==> src/rtl/memory_access.sv <==
// Memory-access (M) pipeline stage.
// Turns the M-stage instruction into a data-memory request, formats store
// data and byte enables, extracts and extends load data, stalls the upstream
// pipeline while the memory is busy, and owns the MEM/WB pipeline register.
module memory_access #(
    parameter int P_WIDTH    = 32,
    parameter int P_PC_WIDTH = 10
) (
    input  logic                  i_clk,
    input  logic                  i_rst_n,

    // M-stage instruction
    input  logic                  i_valid_m,
    input  logic [P_WIDTH-1:0]    i_alu_result_m,
    input  logic [P_WIDTH-1:0]    i_write_data_m,
    input  logic                  i_mem_read_m,
    input  logic                  i_mem_write_m,
    input  logic [2:0]            i_funct3_m,
    input  logic [1:0]            i_resultsrc_m,
    input  logic                  i_regwrite_m,
    input  logic [4:0]            i_rd_m,
    input  logic [P_PC_WIDTH-1:0] i_pc_plus_4_m,

    // Data-memory request bus
    output logic                  o_dmem_req,
    output logic                  o_dmem_we,
    output logic [P_WIDTH-1:0]    o_dmem_addr,
    output logic [P_WIDTH-1:0]    o_dmem_wdata,
    output logic [3:0]            o_dmem_be,
    input  logic                  i_dmem_ack,
    input  logic [P_WIDTH-1:0]    i_dmem_rdata,

    // Pipeline control
    output logic                  o_stall_m,
    output logic                  o_mem_err,

    // MEM/WB register
    output logic                  o_valid_w,
    output logic [P_WIDTH-1:0]    o_alu_result_w,
    output logic [P_WIDTH-1:0]    o_mem_data_w,
    output logic [P_PC_WIDTH-1:0] o_pc_plus_4_w,
    output logic [1:0]            o_resultsrc_w,
    output logic                  o_regwrite_w,
    output logic [4:0]            o_rd_w
);

    // Access size encoded in funct3[1:0]; funct3[2] selects zero extension.
    localparam logic [1:0] SZ_BYTE = 2'b00;
    localparam logic [1:0] SZ_HALF = 2'b01;
    localparam logic [1:0] SZ_WORD = 2'b10;

    typedef enum logic {
        S_IDLE,
        S_WAIT
    } state_t;

    state_t state_q, state_d;

    // Instruction decode
    logic [1:0] byte_off;
    logic [1:0] acc_size;
    logic       is_unsigned;
    logic       mem_op;
    logic       is_store;
    logic       is_load;
    logic       illegal_f3;
    logic       misaligned;
    logic       access_err;
    logic       legal_op;

    // Handshake control
    logic       req;
    logic       stall;
    logic       complete;

    // Data formatting
    logic [P_WIDTH-1:0] store_data;
    logic [3:0]         lane_be;
    logic [7:0]         ld_byte;
    logic [15:0]        ld_half;
    logic [P_WIDTH-1:0] load_data;

    // MEM/WB register
    logic                  valid_w_q, valid_w_d;
    logic [P_WIDTH-1:0]    alu_result_w_q, alu_result_w_d;
    logic [P_WIDTH-1:0]    mem_data_w_q, mem_data_w_d;
    logic [P_PC_WIDTH-1:0] pc_plus_4_w_q, pc_plus_4_w_d;
    logic [1:0]            resultsrc_w_q, resultsrc_w_d;
    logic                  regwrite_w_q, regwrite_w_d;
    logic [4:0]            rd_w_q, rd_w_d;

    // Decode the access: a store wins over a load when both are requested,
    // and illegal or misaligned accesses never reach the memory.
    always_comb begin
        byte_off    = i_alu_result_m[1:0];
        acc_size    = i_funct3_m[1:0];
        is_unsigned = i_funct3_m[2];
        mem_op      = i_valid_m & (i_mem_read_m | i_mem_write_m);
        is_store    = i_mem_write_m;
        is_load     = i_mem_read_m & ~i_mem_write_m;
        illegal_f3  = (i_funct3_m == 3'b011) | (i_funct3_m == 3'b110) |
                      (i_funct3_m == 3'b111);
        misaligned  = ((acc_size == SZ_HALF) & byte_off[0]) |
                      ((acc_size == SZ_WORD) & (byte_off != 2'b00));
        access_err  = mem_op & (illegal_f3 | misaligned);
        legal_op    = mem_op & ~access_err;
    end

    // Request handshake FSM: a request is issued straight from IDLE and only
    // parks in WAIT when the memory does not acknowledge in the same cycle.
    always_comb begin
        state_d  = state_q;
        req      = 1'b0;
        stall    = 1'b0;
        complete = 1'b0;
        case (state_q)
            S_IDLE: begin
                if (legal_op) begin
                    req = 1'b1;
                    if (i_dmem_ack) begin
                        complete = 1'b1;
                    end else begin
                        stall   = 1'b1;
                        state_d = S_WAIT;
                    end
                end
            end
            S_WAIT: begin
                req = 1'b1;
                if (i_dmem_ack) begin
                    complete = 1'b1;
                    state_d  = S_IDLE;
                end else begin
                    stall = 1'b1;
                end
            end
            default: begin
                state_d = S_IDLE;
            end
        endcase
    end

    // FSM state register; reset aborts any outstanding access.
    always_ff @(posedge i_clk or negedge i_rst_n) begin
        if (!i_rst_n) begin
            state_q <= S_IDLE;
        end else begin
            state_q <= state_d;
        end
    end

    // Store formatting: replicate the datum across all lanes and let the
    // byte enables pick the lane(s); loads enable the lanes they read.
    always_comb begin
        store_data = i_write_data_m;
        lane_be    = 4'b1111;
        case (acc_size)
            SZ_BYTE: begin
                store_data = {(P_WIDTH/8){i_write_data_m[7:0]}};
                lane_be    = 4'(4'b0001 << byte_off);
            end
            SZ_HALF: begin
                store_data = {(P_WIDTH/16){i_write_data_m[15:0]}};
                lane_be    = byte_off[1] ? 4'b1100 : 4'b0011;
            end
            default: begin
                store_data = i_write_data_m;
                lane_be    = 4'b1111;
            end
        endcase
    end

    // Load extraction: select the addressed lane of the aligned read word and
    // sign- or zero-extend it.
    always_comb begin
        ld_byte   = i_dmem_rdata[{byte_off, 3'b000} +: 8];
        ld_half   = i_dmem_rdata[{byte_off[1], 4'b0000} +: 16];
        load_data = i_dmem_rdata;
        case (acc_size)
            SZ_BYTE: begin
                load_data = is_unsigned ? {{(P_WIDTH-8){1'b0}}, ld_byte}
                                        : {{(P_WIDTH-8){ld_byte[7]}}, ld_byte};
            end
            SZ_HALF: begin
                load_data = is_unsigned ? {{(P_WIDTH-16){1'b0}}, ld_half}
                                        : {{(P_WIDTH-16){ld_half[15]}}, ld_half};
            end
            default: begin
                load_data = i_dmem_rdata;
            end
        endcase
    end

    // Memory bus and pipeline control; reset drops the request and stall
    // immediately rather than waiting for the state register to settle.
    always_comb begin
        o_dmem_req   = req & i_rst_n;
        o_dmem_we    = req & i_rst_n & is_store;
        o_dmem_addr  = {i_alu_result_m[P_WIDTH-1:2], 2'b00};
        o_dmem_wdata = store_data;
        o_dmem_be    = (req & i_rst_n) ? lane_be : 4'b0000;
        o_stall_m    = stall & i_rst_n;
        o_mem_err    = access_err & (state_q == S_IDLE) & i_rst_n;
    end

    // MEM/WB next value: a bubble by default, the instruction itself when it
    // is valid, error-free and not held back by a memory stall.
    always_comb begin
        valid_w_d      = 1'b0;
        alu_result_w_d = '0;
        mem_data_w_d   = '0;
        pc_plus_4_w_d  = '0;
        resultsrc_w_d  = 2'b00;
        regwrite_w_d   = 1'b0;
        rd_w_d         = 5'd0;
        if (i_valid_m && !stall && !access_err) begin
            valid_w_d      = 1'b1;
            alu_result_w_d = i_alu_result_m;
            mem_data_w_d   = (complete && is_load) ? load_data : '0;
            pc_plus_4_w_d  = i_pc_plus_4_m;
            resultsrc_w_d  = i_resultsrc_m;
            regwrite_w_d   = i_regwrite_m;
            rd_w_d         = i_rd_m;
        end
    end

    // MEM/WB pipeline register.
    always_ff @(posedge i_clk or negedge i_rst_n) begin
        if (!i_rst_n) begin
            valid_w_q      <= 1'b0;
            alu_result_w_q <= '0;
            mem_data_w_q   <= '0;
            pc_plus_4_w_q  <= '0;
            resultsrc_w_q  <= 2'b00;
            regwrite_w_q   <= 1'b0;
            rd_w_q         <= 5'd0;
        end else begin
            valid_w_q      <= valid_w_d;
            alu_result_w_q <= alu_result_w_d;
            mem_data_w_q   <= mem_data_w_d;
            pc_plus_4_w_q  <= pc_plus_4_w_d;
            resultsrc_w_q  <= resultsrc_w_d;
            regwrite_w_q   <= regwrite_w_d;
            rd_w_q         <= rd_w_d;
        end
    end

    assign o_valid_w      = valid_w_q;
    assign o_alu_result_w = alu_result_w_q;
    assign o_mem_data_w   = mem_data_w_q;
    assign o_pc_plus_4_w  = pc_plus_4_w_q;
    assign o_resultsrc_w  = resultsrc_w_q;
    assign o_regwrite_w   = regwrite_w_q;
    assign o_rd_w         = rd_w_q;

endmodule

==> config.mk <==
export PLATFORM = sky130hd
export DESIGN_NAME = memory_access
export DESIGN_NICKNAME = d
export VERILOG_FILES = /design/src/rtl/memory_access.sv
export SDC_FILE = /design/constraint.sdc
export NUM_CORES = 1
export LEC_CHECK = 0
export CORE_MARGIN = 1
export CORE_UTILIZATION = 36
export CTS_CLUSTER_SIZE = 30
export DETAILED_ROUTE_END_ITERATION = 10
export PLACE_DENSITY = 0.84
export SLEW_MARGIN = 25
export SYNTH_ARGS = -nofsm -noshare
export SYNTH_HDL_FRONTEND = slang
export SYNTH_SLANG_ARGS = --single-unit
export TNS_END_PERCENT = 50
==> constraint.sdc <==
create_clock -name i_clk -period 3.01 [get_ports i_clk]
set_input_delay 0.903 -clock i_clk [delete_from_list [all_inputs] [get_ports i_clk]]
set_output_delay 0.903 -clock i_clk [all_outputs]
set_load 0.1 [all_outputs]
==> results.sh <==
export IMPL_outcome="finished with violations"
export IMPL_final_setup_worst_slack_ns=-0.00670
export IMPL_worst_path_max_fanout=4
export IMPL_cts_htree_levels=3
export IMPL_power_density_mw_per_mm2=444
export IMPL_remaining_drc_errors=0
export IMPL_floorplan_die_width_um=108
export IMPL_synth_avg_cell_area_um2=11.0
export IMPL_floorplan_initialDensity_pct=37.1
export IMPL_worst_slew_margin_rel_pct=53.7
export IMPL_post_synth_top_area_fraction_pct=52.0
export IMPL_num_rows=38
export IMPL_grt_pass1_vias=4054
export IMPL_drt_initial_drc_count=303
export IMPL_synth_seq_cells=84
export IMPL_floorplan_core_area_mm2=0.0109
export IMPL_hp_class="in2async"
export IMPL_number_of_diodes=0
export IMPL_average_routed_wire_per_standard_cell_um=17.5
export IMPL_yosysTopAreaCell="dfrtp_1"
export IMPL_yosysSeqAreaShare_pct=52.0
export IMPL_areaGrowthSynthToFinish_pct=92.8
export IMPL_max_slew_worst_pin_slew_ns=0.694
export IMPL_n_fill_cell=761
export IMPL_cp_cell_sequence="buf_8 > nor4_4 > or2_4 > a31oi_4 > buf_12 > a21oi_4 > buf_12"
export IMPL_synth_cell_area_mm2=0.00404
export IMPL_antenna_found_initial=0
export IMPL_timing_critical_path_mode_cell="buf_12"
export IMPL_die_area_mm2=0.0117
export IMPL_design_power_total_mw=3.46
export IMPL_setup_violations=2
export IMPL_cts_tree="built"
export IMPL_cp_slowest_stage_delay_ns=0.28
export IMPL_fin_crit_sh_pct=100
export IMPL_worst_path_dominant_cell_family="simple AND/OR/NAND/NOR gates"
export IMPL_clock_insertion_delay_worst_skew_ns=0.36
export IMPL_grt_setup_unrepaired="true"
export IMPL_cts_buffer_depth=2
export IMPL_grt_overflow=0
export IMPL_clock_sink_count=84
export IMPL_final_max_slew_violation_count=0
export IMPL_dpl_hpwl_um=11000
export IMPL_number_of_enable_type_register_cells_in_the_synthesized_netlist=0
export IMPL_final_antenna_net_count=0
export IMPL_synth_top_cells_by_area="dfrtp_1, and2_1, buf_4, mux2_2, a21oi_1"
export IMPL_fmaxAchievable_mhz=331
export IMPL_cts_made_buffers=9
export IMPL_timing_critical_path_arrival_ns=2.11
export IMPL_final_hold_violation_count=0
export IMPL_violations="setup timing"
export IMPL_io_pins=278
export IMPL_power_leakage_nw=3.75
export IMPL_clk_pin_slew_ns=0.09
export IMPL_drt_pass1_iter_count=6
export IMPL_peakVddDrop_uv=254
export IMPL_vias_per_cell=4.88
export IMPL_port_buffer_count=275
export IMPL_nets=761
export IMPL_area_sequential_mm2=0.00210
export IMPL_cp_slowest_cell="nor4_4"
export IMPL_clk_root_buffer_cell="clkbuf_8"
export IMPL_ys_dominant_reg_cell="dfrtp_1"
export IMPL_route_final_wire_length_um=13700
export IMPL_yosys_warnings=0
export IMPL_post_route_cell_area_mm2=0.00779
export IMPL_max_cap_violations=0
export IMPL_grt_max_degree=55
export IMPL_track_usage_pct=23.6
export IMPL_grt_first_pass_wirelength_um=20700
export IMPL_post_synth_inst_count=366
export IMPL_path_class="in2out"
export IMPL_skew_ns=0.0160
export IMPL_min_cycle_time_layout_ns=3.02
export IMPL_chip_height_um=108
export IMPL_worstPathRequired_ns=2.11
export IMPL_ys_types=38
export IMPL_multi_input_comb_area_mm2=0.00164
export IMPL_synth_async_sr_flop_share_pct=100
export IMPL_gp_congestion=0.816
export IMPL_final_core_utilization_pct=71.6
export IMPL_detailroute_via_count=3815
export IMPL_worstSetupEndpointType="output port"
export IMPL_setup_worst_path_start_class="input port"
export IMPL_critical_path_buf_inv_count=3
export IMPL_final_layout_size_suffix_gt1_share_pct=43.0
export IMPL_place_area_mm2=0.00750
==> power by group <==
group	switching [mW]	internal (mW)
Combinational	0.963	0.538
Clock	0.388	0.402
Sequential	0.0110	1.16
==> stage by stage <==
| step | hold WS, ns | setup TNS, ns | cells | setup WS [ns] |
|---|---|---|---|---|
| 2_1_floorplan | 0.550 | -1.65 | 367 | -0.334 |
| 3_3_place_gp | 0.573 | -6.64 | 757 | -0.397 |
| 3_5_place_dp | 0.584 | -7.48 | 757 | -0.416 |
| 4_1_cts | 0.339 | 0 | 780 | 0.00937 |
| 5_1_grt | 0.335 | -0.161 | 782 | -0.0434 |
| 6_report | 0.352 | -0.00953 | 782 | -0.00670 |
==> cells in the mapped netlist, types with 8 or more instances <==
master,instances
inv_1,14
o21ai_0,11
nand2_1,9
dfrtp_1,84
nor2_1,21
buf_4,40
nor3_1,9
mux2i_1,8
and2_1,51
clkbuf_1,11
a21oi_1,22
mux2_2,23
==> worst register-to-register path, stage by stage (launching register included) <==
cell	delay (ns)
dfrtp_1	0.44
nor3_1	0.27
o221a_4	0.50
and2_1	0.24
==> kinds of logic after synthesis <==
group	count (synthesis)	synth area share (%)
AND/OR/NAND/NOR	104	14.6
multiplexers	33	9.13
AO/OA/AOI/OAI	67	11.9
buffers and inverters	77	12.3
flip-flops	84	52.0
other	1	0.0928
==> metal layers <==
layer  track usage (%)  up-vias  wire (um)
met5                 0        -          0
met4              13.1        0        641
met3              7.11       43       1260
met2              42.9      239       7170
met1              24.0     1794       4580
li1                  -     1739          -
==> what timing repair did <==
action | 4_1_cts | 5_1_grt
setup endpoints to repair | 24 | 6
pin swaps | 4 | 3
resized for setup | 27 | 4
hold buffers | 0 | 0
cloned | 0 | 0
buffers inserted | 8 | 2
==> flip-flops by register name, summed over array words and instances (netlist names) <==
| signal | cells |
|---|---|
| o_alu_result_w | 32 |
| o_mem_data_w | 32 |
| o_pc_plus_4_w | 10 |
| o_rd_w | 5 |
| o_resultsrc_w | 2 |
| o_regwrite_w | 1 |
| o_valid_w | 1 |
| state_q | 1 |
==> placed cells by master, fill, tap and decap left out, types with 7 or more instances in the layout <==
master,instances
mux2_2,23
and2_1,51
a222oi_1,7
clkdlybuf4s50_1,113
a21oi_1,20
dfrtp_1,84
a22o_1,7
inv_1,13
nor2_1,18
mux2i_1,7
nor3_1,9
nand2_1,9
buf_4,128
o21ai_4,7
a22oi_1,7
clkbuf_8,10
buf_12,73
==> area by class of cell <==
class / instances / share of cell area, %
clock buffer: 11 / 1.81
clock inverter: 4 / 0.626
inverter: 14 / 0.723
multi-input combinational: 206 / 21.0
sequential: 84 / 27.0
tap: 140 / 2.25
timing repair buffer: 323 / 46.6
==> final timing paths <==
kind	endpoint	startpoint	slack, ns	cells past startpoint
worst max-delay path	o_dmem_be[3]	i_alu_result_m[1]	-0.007	7
worst min-delay path	state_q	i_rst_n	0.35	1
worst max register to register	o_regwrite_w	state_q	1.49	3
worst min register to register	state_q	state_q	0.61	2
max in group asynchronous	o_valid_w	i_rst_n	1.34	3
min in group i_clk	state_q	state_q	0.61	2
No activity file was read; power rests on OpenSTA's default activity.
